--- config.mk ---
export PLATFORM = sky130hd
export DESIGN_NAME = prog_loader_flat
export DESIGN_NICKNAME = d
export VERILOG_FILES = /design/src/rtl/prog_loader_if.sv /design/src/rtl/prog_loader.sv /design/src/flat_wrapper.sv
export SDC_FILE = /design/constraint.sdc
export NUM_CORES = 1
export LEC_CHECK = 0
export CORE_MARGIN = 2
export CORE_UTILIZATION = 31
export DETAILED_ROUTE_END_ITERATION = 8
export PLACE_DENSITY = 0.62
export SLEW_MARGIN = 15
export SYNTH_ARGS = -nofsm -noshare
export SYNTH_HDL_FRONTEND = slang
export SYNTH_SLANG_ARGS = --single-unit
--- constraint.sdc ---
create_clock -name clk -period 2.22 [get_ports clk]
set_clock_uncertainty 0.05 [all_clocks]
set_input_delay 0.555 -clock clk [delete_from_list [all_inputs] [get_ports clk]]
set_output_delay 0.555 -clock clk [all_outputs]
set_load 0.02 [all_outputs]
--- src/rtl/prog_loader_if.sv ---
// Stream and memory-write bus for the program loader.
// The master side is the loader: it sinks the byte stream and drives the
// memory write port. The slave side is whoever supplies bytes and receives
// the writes.
interface prog_loader_if #(
    parameter int ADDR_W = 8,
    parameter int DATA_W = 8
);
    logic              in_valid;
    logic [DATA_W-1:0] in_data;
    logic              in_ready;
    logic [ADDR_W-1:0] mem_addr;
    logic [DATA_W-1:0] mem_wdata;
    logic              memWE;

    modport master (
        input  in_valid, in_data,
        output in_ready, mem_addr, mem_wdata, memWE
    );

    modport slave (
        output in_valid, in_data,
        input  in_ready, mem_addr, mem_wdata, memWE
    );
endinterface

--- src/rtl/prog_loader.sv ---
// Program loader: takes a length byte followed by that many data bytes over
// a valid/ready stream and writes them into memory from address 0 upward,
// holding the CPU off the memory port for the duration of the load.
// A length byte of 0 means a full 2^ADDR_W byte image.
// Optional build macro PROG_LOADER_CHECKSUM_EN adds a trailing checksum byte;
// the load is flagged with err when length + data + checksum is nonzero mod 256.
module prog_loader #(
    parameter int ADDR_W = 8,
    parameter int DATA_W = 8
) (
    input  logic              clk,
    input  logic              rst,
    input  logic              start,
    prog_loader_if.master     bus,
    output logic              cpu_hold,
    output logic              done,
    output logic              err,
    output logic [ADDR_W:0]   count
);

    typedef enum logic [2:0] {
        S_IDLE,
        S_LEN,
        S_DATA,
        S_WRITE,
        S_DONE
`ifdef PROG_LOADER_CHECKSUM_EN
        , S_CSUM
`endif
    } state_t;

    state_t state, next_state;

    logic              in_ready_q,  in_ready_d;
    logic [ADDR_W-1:0] mem_addr_q,  mem_addr_d;
    logic [DATA_W-1:0] mem_wdata_q, mem_wdata_d;
    logic              mem_we_q,    mem_we_d;
    logic              cpu_hold_q,  cpu_hold_d;
    logic              done_q,      done_d;
    logic [ADDR_W:0]   count_q,     count_d;
    logic [ADDR_W-1:0] len_q,       len_d;
`ifdef PROG_LOADER_CHECKSUM_EN
    logic              err_q,       err_d;
    logic [DATA_W-1:0] sum_q,       sum_d;
`endif

    // A byte moves only when the registered ready meets the source's valid.
    logic            accept;
    logic [ADDR_W:0] target;
    logic [ADDR_W:0] count_inc;
    logic            last;

    assign accept    = bus.in_valid && in_ready_q;
    assign target    = (len_q == '0) ? {1'b1, {ADDR_W{1'b0}}} : {1'b0, len_q};
    assign count_inc = count_q + (ADDR_W+1)'(1);
    assign last      = (count_inc == target);

    // State and all output registers; everything is cleared immediately on rst.
    // NOTE: sequential state uses non-blocking assignments so every register
    // samples pre-edge values, independent of statement order.
    always_ff @(posedge clk or posedge rst) begin
        if (rst) begin
            state       <= S_IDLE;
            in_ready_q  <= 1'b0;
            mem_addr_q  <= '0;
            mem_wdata_q <= '0;
            mem_we_q    <= 1'b0;
            cpu_hold_q  <= 1'b0;
            done_q      <= 1'b0;
            count_q     <= '0;
            len_q       <= '0;
`ifdef PROG_LOADER_CHECKSUM_EN
            err_q       <= 1'b0;
            sum_q       <= '0;
`endif
        end else begin
            state       <= next_state;
            in_ready_q  <= in_ready_d;
            mem_addr_q  <= mem_addr_d;
            mem_wdata_q <= mem_wdata_d;
            mem_we_q    <= mem_we_d;
            cpu_hold_q  <= cpu_hold_d;
            done_q      <= done_d;
            count_q     <= count_d;
            len_q       <= len_d;
`ifdef PROG_LOADER_CHECKSUM_EN
            err_q       <= err_d;
            sum_q       <= sum_d;
`endif
        end
    end

    // Next-state decode: one write cycle per accepted data byte.
    always_comb begin
        next_state = state;
        case (state)
            S_IDLE:  if (start)  next_state = S_LEN;
            S_LEN:   if (accept) next_state = S_DATA;
            S_DATA:  if (accept) next_state = S_WRITE;
            S_WRITE: begin
                if (last) begin
`ifdef PROG_LOADER_CHECKSUM_EN
                    next_state = S_CSUM;
`else
                    next_state = S_DONE;
`endif
                end else begin
                    next_state = S_DATA;
                end
            end
`ifdef PROG_LOADER_CHECKSUM_EN
            S_CSUM:  if (accept) next_state = S_DONE;
`endif
            S_DONE:  if (start)  next_state = S_LEN;
            default: next_state = S_IDLE;
        endcase
    end

    // Next values of the registered outputs and datapath registers.
    // NOTE: every signal gets a default before the case so no path leaves it
    // unassigned, which would otherwise infer a latch.
    always_comb begin
        in_ready_d  = in_ready_q;
        mem_addr_d  = mem_addr_q;
        mem_wdata_d = mem_wdata_q;
        mem_we_d    = 1'b0;
        cpu_hold_d  = cpu_hold_q;
        done_d      = done_q;
        count_d     = count_q;
        len_d       = len_q;
`ifdef PROG_LOADER_CHECKSUM_EN
        err_d       = err_q;
        sum_d       = sum_q;
`endif
        case (state)
            S_IDLE, S_DONE: begin
                if (start) begin
                    in_ready_d = 1'b1;
                    cpu_hold_d = 1'b1;
                    done_d     = 1'b0;
                    count_d    = '0;
                    mem_addr_d = '0;
`ifdef PROG_LOADER_CHECKSUM_EN
                    err_d      = 1'b0;
`endif
                end
            end
            S_LEN: begin
                if (accept) begin
                    len_d = bus.in_data[ADDR_W-1:0];
`ifdef PROG_LOADER_CHECKSUM_EN
                    sum_d = bus.in_data;
`endif
                end
            end
            S_DATA: begin
                if (accept) begin
                    mem_wdata_d = bus.in_data;
                    in_ready_d  = 1'b0;
                    mem_we_d    = 1'b1;
`ifdef PROG_LOADER_CHECKSUM_EN
                    sum_d       = sum_q + bus.in_data;
`endif
                end
            end
            S_WRITE: begin
                // Address advances only after the write, so it wraps past the
                // top of memory only once the final byte is stored.
                count_d    = count_inc;
                mem_addr_d = mem_addr_q + ADDR_W'(1);
                if (last) begin
`ifdef PROG_LOADER_CHECKSUM_EN
                    in_ready_d = 1'b1;
`else
                    in_ready_d = 1'b0;
                    done_d     = 1'b1;
                    cpu_hold_d = 1'b0;
`endif
                end else begin
                    in_ready_d = 1'b1;
                end
            end
`ifdef PROG_LOADER_CHECKSUM_EN
            S_CSUM: begin
                if (accept) begin
                    in_ready_d = 1'b0;
                    done_d     = 1'b1;
                    // A bad image keeps the CPU held until the next start or rst.
                    if ((sum_q + bus.in_data) == '0) begin
                        err_d      = 1'b0;
                        cpu_hold_d = 1'b0;
                    end else begin
                        err_d      = 1'b1;
                        cpu_hold_d = 1'b1;
                    end
                end
            end
`endif
            default: ;
        endcase
    end

    assign bus.in_ready  = in_ready_q;
    assign bus.mem_addr  = mem_addr_q;
    assign bus.mem_wdata = mem_wdata_q;
    assign bus.memWE     = mem_we_q;
    assign cpu_hold      = cpu_hold_q;
    assign done          = done_q;
    assign count         = count_q;
`ifdef PROG_LOADER_CHECKSUM_EN
    assign err           = err_q;
`else
    assign err           = 1'b0;
`endif

endmodule

--- src/flat_wrapper.sv ---
// flat-port wrapper written by rule: the top's interface ports become plain ports
module prog_loader_flat 
#(
    parameter int ADDR_W = 8,
    parameter int DATA_W = 8
)
  (clk, rst, start, cpu_hold, done, err, count, bus_in_valid, bus_in_data, bus_in_ready, bus_mem_addr, bus_mem_wdata, bus_memWE);
  prog_loader_if #(.ADDR_W(ADDR_W), .DATA_W(DATA_W)) bus_i ();
  input  logic clk;
  input  logic rst;
  input  logic start;
  output logic cpu_hold;
  output logic done;
  output logic err;
  output logic [ADDR_W:0] count;
  input wire logic [$bits(bus_i.in_valid)-1:0] bus_in_valid;
  input wire logic [$bits(bus_i.in_data)-1:0] bus_in_data;
  output wire logic [$bits(bus_i.in_ready)-1:0] bus_in_ready;
  output wire logic [$bits(bus_i.mem_addr)-1:0] bus_mem_addr;
  output wire logic [$bits(bus_i.mem_wdata)-1:0] bus_mem_wdata;
  output wire logic [$bits(bus_i.memWE)-1:0] bus_memWE;
  assign bus_i.in_valid = bus_in_valid;
  assign bus_i.in_data = bus_in_data;
  assign bus_in_ready = bus_i.in_ready;
  assign bus_mem_addr = bus_i.mem_addr;
  assign bus_mem_wdata = bus_i.mem_wdata;
  assign bus_memWE = bus_i.memWE;
  prog_loader #(.ADDR_W(ADDR_W), .DATA_W(DATA_W)) u_core (.clk(clk), .rst(rst), .start(start), .bus(bus_i), .cpu_hold(cpu_hold), .done(done), .err(err), .count(count));
endmodule
==> flow_metrics.env, run 1 <==
export IMPL_fin_total_pwr_w=0.00326
export IMPL_synth_area_leaders="dfrtp_1 50%, mux2_2 9.0%, o21ai_0 5.5%, nand2_1 2.3%, xor2_1 2.2%"
export IMPL_worst_slew_pin_slew_ns=0.638
export IMPL_cap_violations=0
export IMPL_required_ns=1.62
export IMPL_ios=42
export IMPL_root_buffer="clkbuf_8"
export IMPL_core_um2=6280
export IMPL_synth_xor_area_share_pct=5.13
export IMPL_cp_end_kind="output pin"
export IMPL_fin_cells=305
export IMPL_layout_area_overhead_vs_synth_pct=31.6
export IMPL_grt_overflow=0
export IMPL_top_layer="met4"
export IMPL_track_usage_pct=12.8
export IMPL_fin_util_pct=41.9
export IMPL_clk_path_buf_depth=2
export IMPL_start_util_pct=31.8
export IMPL_synth_top_family_by_area="compound AO/OA/AOI/OAI gates"
export IMPL_post_route_period_util_pct=96.0
export IMPL_rsz0062_at_grt="no"
export IMPL_stdcell_area_um2=2630
export IMPL_tritoncts="yes"
export IMPL_final_layout_size_suffix_gt1_share_pct=18.0
export IMPL_drtPass1Iterations=4
export IMPL_peakVddDrop_uv=579
export IMPL_yosysTopAreaCellShare_pct=50.1
export IMPL_die_area_um2=7100
export IMPL_synthSimpleGateAreaFrac_pct=13.5
export IMPL_dr_wl_met3_um=221
export IMPL_synth_compound_area_share_pct=16.2
export IMPL_die_h_um=84.3
export IMPL_synth_distinct_cells=42
export IMPL_leakagePower_nw=1.08
export IMPL_syn_inst=182
export IMPL_powerDensity_nw_per_um2=1240
export IMPL_cts_clk_slew_worst_paths_ns=0.08
export IMPL_drt_iter0_drc=140
export IMPL_finalSetupViolCount=0
export IMPL_critical_path_top_delay_family="buffers and inverters"
export IMPL_max_stage_delay_ns=0.68
export IMPL_dp_hpwl_um=2980
export IMPL_cts_buffers=5
export IMPL_placed_area_um2=2500
export IMPL_synthMuxAreaShare_pct=9.52
export IMPL_wl_per_cell_um=14.0
export IMPL_synth_avg_cell_area_um2=11.0
export IMPL_drv_slew=0
export IMPL_yosysTopAreaCell="dfrtp_1"
export IMPL_synth_edff_count=0
export IMPL_ys_seq_elements=40
export IMPL_ys_flop_type="dfrtp_1"
export IMPL_die_w_um=84.3
export IMPL_grt_pass1_wl_um=7380
export IMPL_timing_final_ws_setup_ns=0.0895
export IMPL_status="complete, no violations"
export IMPL_grt_max_degree=41
export IMPL_slowest_stage="clkdlybuf4s50_1"
export IMPL_synth_area_um2=2000
export IMPL_diodes=0
export IMPL_grt_pass1_vias=1490
export IMPL_totalWireLength_um=4280
export IMPL_placed_cells=296
export IMPL_dp_slack_ns=-0.120
export IMPL_path_cells="clkdlybuf4s50_1"
export IMPL_yosys_warnings=0
export IMPL_relSlewSlack_pct=57.3
export IMPL_finalHoldViolCount=0
export IMPL_path_class="register to output pin"
export IMPL_hp_class="register to register"
export IMPL_portBuffers=40
export IMPL_clock_sink_count=40
export IMPL_crit_path_max_fanout=11
export IMPL_synthAdderAreaFrac_pct=1.25
export IMPL_htreeDepth=2
export IMPL_antenna_found_initial=0
export IMPL_clock_fmax_ghz=0.469
export IMPL_layout_min_cycle_time_ns=2.13
export IMPL_ant_nets=0
export IMPL_wirelength_met1_um=2050
export IMPL_cp_num_buf_inv=1
export IMPL_worstPathArrival_ns=1.53
export IMPL_vias_per_cell=5.17
export IMPL_gp_congestion=0.740
export IMPL_synth_nets=196
export IMPL_num_fill_cells=611
export IMPL_ys_seq_area_share_pct=50.1
export IMPL_layout_nets=241
export IMPL_async_flop_share_pct=100
export IMPL_via_count=1576
export IMPL_rows=29
export IMPL_cp_start_kind="register"
export IMPL_drc_errors=0
export IMPL_wl_met2_um=1960
export IMPL_insertion_delay_ns=0.30
==> area by class of cell <==
| cell class | count | area, um2 | area share, % |
|---|---|---|---|
| clock buffers | 5 | 68.8 | 2.62 |
| clock inverters | 3 | 42.5 | 1.62 |
| inverters | 3 | 11.3 | 0.428 |
| multi-input cells | 127 | 935 | 35.5 |
| flip-flops and latches | 40 | 1000 | 38.1 |
| well taps | 77 | 96.3 | 3.66 |
| repair buffers | 50 | 475 | 18.1 |
==> power breakdown <==
part	total (W)	switching [W]	internal (W)
combinational	0.00147	0.000737	0.000731
clock	0.000599	0.000267	0.000333
sequential	0.00119	0.000210	0.000979
==> routing by layer <==
layer	GRT usage, %	vias up
met2	19.8	43
met1	17.7	764
li1	-	764
met5	0	-
met4	3.52	0
met3	3.34	5
==> layout by cell type (no fill, tap or decap), types with 3 or more instances in the layout <==
cell,netlist,routed
a21oi_1,5,4
nor4_1,5,4
o211ai_1,3,3
a22o_1,3,3
a31oi_1,4,4
mux2_2,16,16
nand3_1,5,5
clkdlybuf4s50_1,0,40
nor2_1,7,7
o31ai_1,4,4
xnor2_1,4,4
buf_4,3,10
o21ai_0,22,22
xor2_1,5,5
clkbuf_8,0,5
inv_1,3,3
dfrtp_1,40,40
nand2_1,12,12
nand4_1,4,4
==> final timing paths <==
path | start | end | slack [ns] | depth (start not counted)
max in group asynchronous | rst | u_core.bus.mem_addr[5] | 1.14 | 3
min reg2reg | u_core.bus.mem_addr[7] | u_core.bus.mem_addr[7] | 0.44 | 1
max | u_core.count[3] | count[3] | 0.09 | 1
max reg2reg | u_core.count[1] | u_core.state[1] | 0.20 | 7
min in group asynchronous | rst | u_core.bus.mem_wdata[6] | 0.63 | 3
min | u_core.bus.mem_addr[7] | u_core.bus.mem_addr[7] | 0.44 | 1
==> stage by stage <==
step                      hold slack [ns]  TNS (ns)
final                               0.441         0
after global routing                0.453         0
after global placement              0.427    -0.494
after CTS                           0.445         0
after detailed placement            0.431    -0.953
after floorplan                     0.453         0
==> cells in the mapped netlist (2+ instances only) <==
library cell	n
nand4_1	4
a21oi_1	5
nor2_1	7
buf_2	5
nor4_1	5
inv_1	3
nand3_1	5
a31oi_1	4
nand2_1	12
nand3b_1	2
ha_1	2
xor2_1	5
mux2_2	16
o211ai_1	3
dfrtp_1	40
o21ai_0	22
o31ai_1	4
and3_1	2
or3_1	2
xnor2_1	4
a22oi_1	2
a22o_1	3
clkbuf_1	3
buf_4	3
o41ai_1	2
==> logic make-up after synthesis <==
group           after synthesis
compound gates               51
xor+xnor                     10
fa+ha+maj                     2
buf+inv                      15
flops                        40
mux                          17
other cells                   1
simple gates                 46
==> registers in the layout (all words and copies together) (netlist names) <==
register / cells
u_core.bus.memWE: 1
u_core.count: 9
u_core.bus.mem_addr: 8
u_core.len_q: 8
u_core.done: 1
u_core.bus.in_ready: 1
u_core.bus.mem_wdata: 8
u_core.state: 3
u_core.cpu_hold: 1
==> timing repair <==
| action | in CTS | in global routing |
|---|---|---|
| buffers inserted | 0 | 1 |
| resized for setup | 0 | 3 |
| endpoints found under the setup margin | 0 | 9 |
| hold buffers | 0 | 0 |
No activity file was read; power rests on OpenSTA's default activity.
==> run 2: changes to the inputs <==
--- a/config.mk
+++ b/config.mk
@@ -8,7 +8,7 @@
 export CORE_MARGIN = 2
 export CORE_UTILIZATION = 31
 export DETAILED_ROUTE_END_ITERATION = 8
-export PLACE_DENSITY = 0.62
+export PLACE_DENSITY = 0.64
 export SLEW_MARGIN = 15
 export SYNTH_ARGS = -nofsm -noshare
 export SYNTH_HDL_FRONTEND = slang
==> constraint.sdc (replaced) <==
create_clock -name clk -period 1.9 [get_ports clk]
set_clock_uncertainty 0.05 [all_clocks]
set_input_delay 0.475 -clock clk [delete_from_list [all_inputs] [get_ports clk]]
set_output_delay 0.475 -clock clk [all_outputs]
set_load 0.02 [all_outputs]
==> run 2 against run 1 <==
Effect of this change:
- the flow now finishes with violations (negative setup slack)
- combinational power is 39% higher
- sequential power up 23%
- die area unchanged
- critical path depth grew 6
- hold slack improved by 0.012 ns
- cell count up 7.9%
- clock power is 11% lower
- worst setup slack worse by 0.12 ns
- utilization rose by 4.6 points
- critical endpoint is now u_core.bus.in_ready
==> flow_metrics.env, run 2 (same netlist as run 1, synthesis figures left out) <==
export IMPL_insertion_delay_ns=0.29
export IMPL_vias_per_cell=5.07
export IMPL_post_route_period_util_pct=101
export IMPL_via_count=1667
export IMPL_htreeDepth=2
export IMPL_portBuffers=40
export IMPL_leakagePower_nw=1.33
export IMPL_final_layout_size_suffix_gt1_share_pct=31.3
export IMPL_dp_slack_ns=-0.141
export IMPL_finalHoldViolCount=0
export IMPL_grt_overflow=0
export IMPL_final_common_cell="dfrtp_1"
export IMPL_violations="negative setup slack"
export IMPL_stdcell_area_um2=2920
export IMPL_finalSetupViolCount=2
export IMPL_gp_congestion=0.837
export IMPL_fin_total_pwr_w=0.00404
export IMPL_most_common_layout_cells="34 x dfrtp_1, 32 x buf_4, 28 x clkdlybuf4s50_1, 22 x o21ai_0, 16 x mux2_2"
export IMPL_cts_hold_buf=0
export IMPL_tritoncts="yes"
export IMPL_path_class="register to register"
export IMPL_crit_path_max_fanout=6
export IMPL_grt_max_degree=41
export IMPL_diodes=0
export IMPL_cts_clk_slew_worst_paths_ns=0.08
export IMPL_drtPass1Iterations=4
export IMPL_totalWireLength_um=4870
export IMPL_peakVddDrop_uv=706
export IMPL_worstPathArrival_ns=2.08
export IMPL_cp_start_kind="register"
export IMPL_cts_buffers=5
export IMPL_powerDensity_nw_per_um2=1380
export IMPL_track_usage_pct=14.0
export IMPL_grt_pass1_wl_um=7940
export IMPL_placed_area_um2=2650
export IMPL_required_ns=2.05
export IMPL_fin_tns_setup_ns=-0.0267
export IMPL_layout_area_overhead_vs_synth_pct=46.1
export IMPL_die_area_um2=7100
export IMPL_drv_slew=0
export IMPL_ios=42
export IMPL_wl_per_cell_um=14.8
export IMPL_dp_hpwl_um=3240
export IMPL_layout_min_cycle_time_ns=1.93
export IMPL_status="finished with violations"
export IMPL_placed_cells=312
export IMPL_hp_class="register to register"
export IMPL_largest_reg_flops=9
export IMPL_rsz0062_at_grt="yes"
export IMPL_cp_end_kind="register"
export IMPL_core_um2=6280
export IMPL_rows=29
export IMPL_ant_nets=0
export IMPL_drc_errors=0
export IMPL_root_buffer="clkbuf_8"
export IMPL_antenna_found_initial=0
export IMPL_grt_pass1_vias=1627
export IMPL_clock_sink_count=40
export IMPL_cap_violations=0
export IMPL_fin_cells=329
export IMPL_drt_iter0_drc=72
export IMPL_clock_fmax_ghz=0.519
export IMPL_timing_final_ws_setup_ns=-0.0258
export IMPL_die_h_um=84.3
export IMPL_clk_path_buf_depth=2
export IMPL_start_util_pct=31.8
export IMPL_layout_nets=266
export IMPL_die_w_um=84.3
-- run 2: cell types whose count changed in the layout (fill, tap and decap cells not counted), moves of 2 or more --
cell             delta
buf_4              +22
clkdlybuf4s50_1    -12
dlygate4sd2_1       +7
dfrtp_1             -6
dfrtp_2             +6
dlymetal6s2s_1      +5
nor4_1              -3
buf_12              +2
nor4_4              +2
-- run 2: cell type report --
type	count	area (um2)
clock inverters	1	5.00
multi-input cells	127	1030
well taps	77	96.3
clock buffers	6	72.6
repair buffers	75	696
fillers	589	3360
inverters	3	11.3
flip-flops and latches	40	1010
-- run 2: worst max-delay path, stage by stage, from the launching register on --
cell	delay (ns)
dfrtp_2	0.42
buf_4	0.16
xnor2_1	0.36
nor4_4	0.10
a22oi_2	0.25
nor4b_4	0.07
buf_4	0.16
a221oi_2	0.26
-- run 2: what timing repair did --
action                                  in CTS  in global routing
gates resized for setup                     13                 18
pin swaps                                    3                  8
buffers inserted                             5                  6
endpoints found under the setup margin      13                 10
-- run 2: worst paths after layout --
kind                                   startpoint                     end  slack [ns]  depth (start not counted)
setup reg to reg                  u_core.count[0]     u_core.bus.in_ready       -0.03                          7
setup / recovery                  u_core.count[0]     u_core.bus.in_ready       -0.03                          7
max in group asynchronous                     rst         u_core.count[4]        1.09                          3
min in group asynchronous                     rst        u_core.bus.memWE        0.47                          3
hold reg to reg            u_core.bus.mem_addr[7]  u_core.bus.mem_addr[7]        0.45                          1
hold / removal             u_core.bus.mem_addr[7]  u_core.bus.mem_addr[7]        0.45                          1
-- run 2: report_power, final --
part / total (W) / internal [W] / switching, W
logic: 0.00205 / 0.00107 / 0.000977
registers: 0.00146 / 0.00115 / 0.000308
clock network: 0.000534 / 0.000250 / 0.000284
total: 0.00404 / 0.00247 / 0.00157
-- run 2: metal layers --
metal  global-route usage [%]  vias up  share of wire, %
met3                     4.23        7               4.7
li1                         -      815                 -
met2                     21.9       37                48
met4                     4.55        0               1.4
met1                     18.6      808                46
met5                        0        -                 0
-- run 2: per-stage QoR --
step / util, % / hold slack (ns)
floorplan: - / 0.453
global placement: 42.3 / 0.432
detailed placement: 42.3 / 0.440
CTS: 44.4 / 0.457
global route: 46.5 / 0.480
finish: 46.5 / 0.453
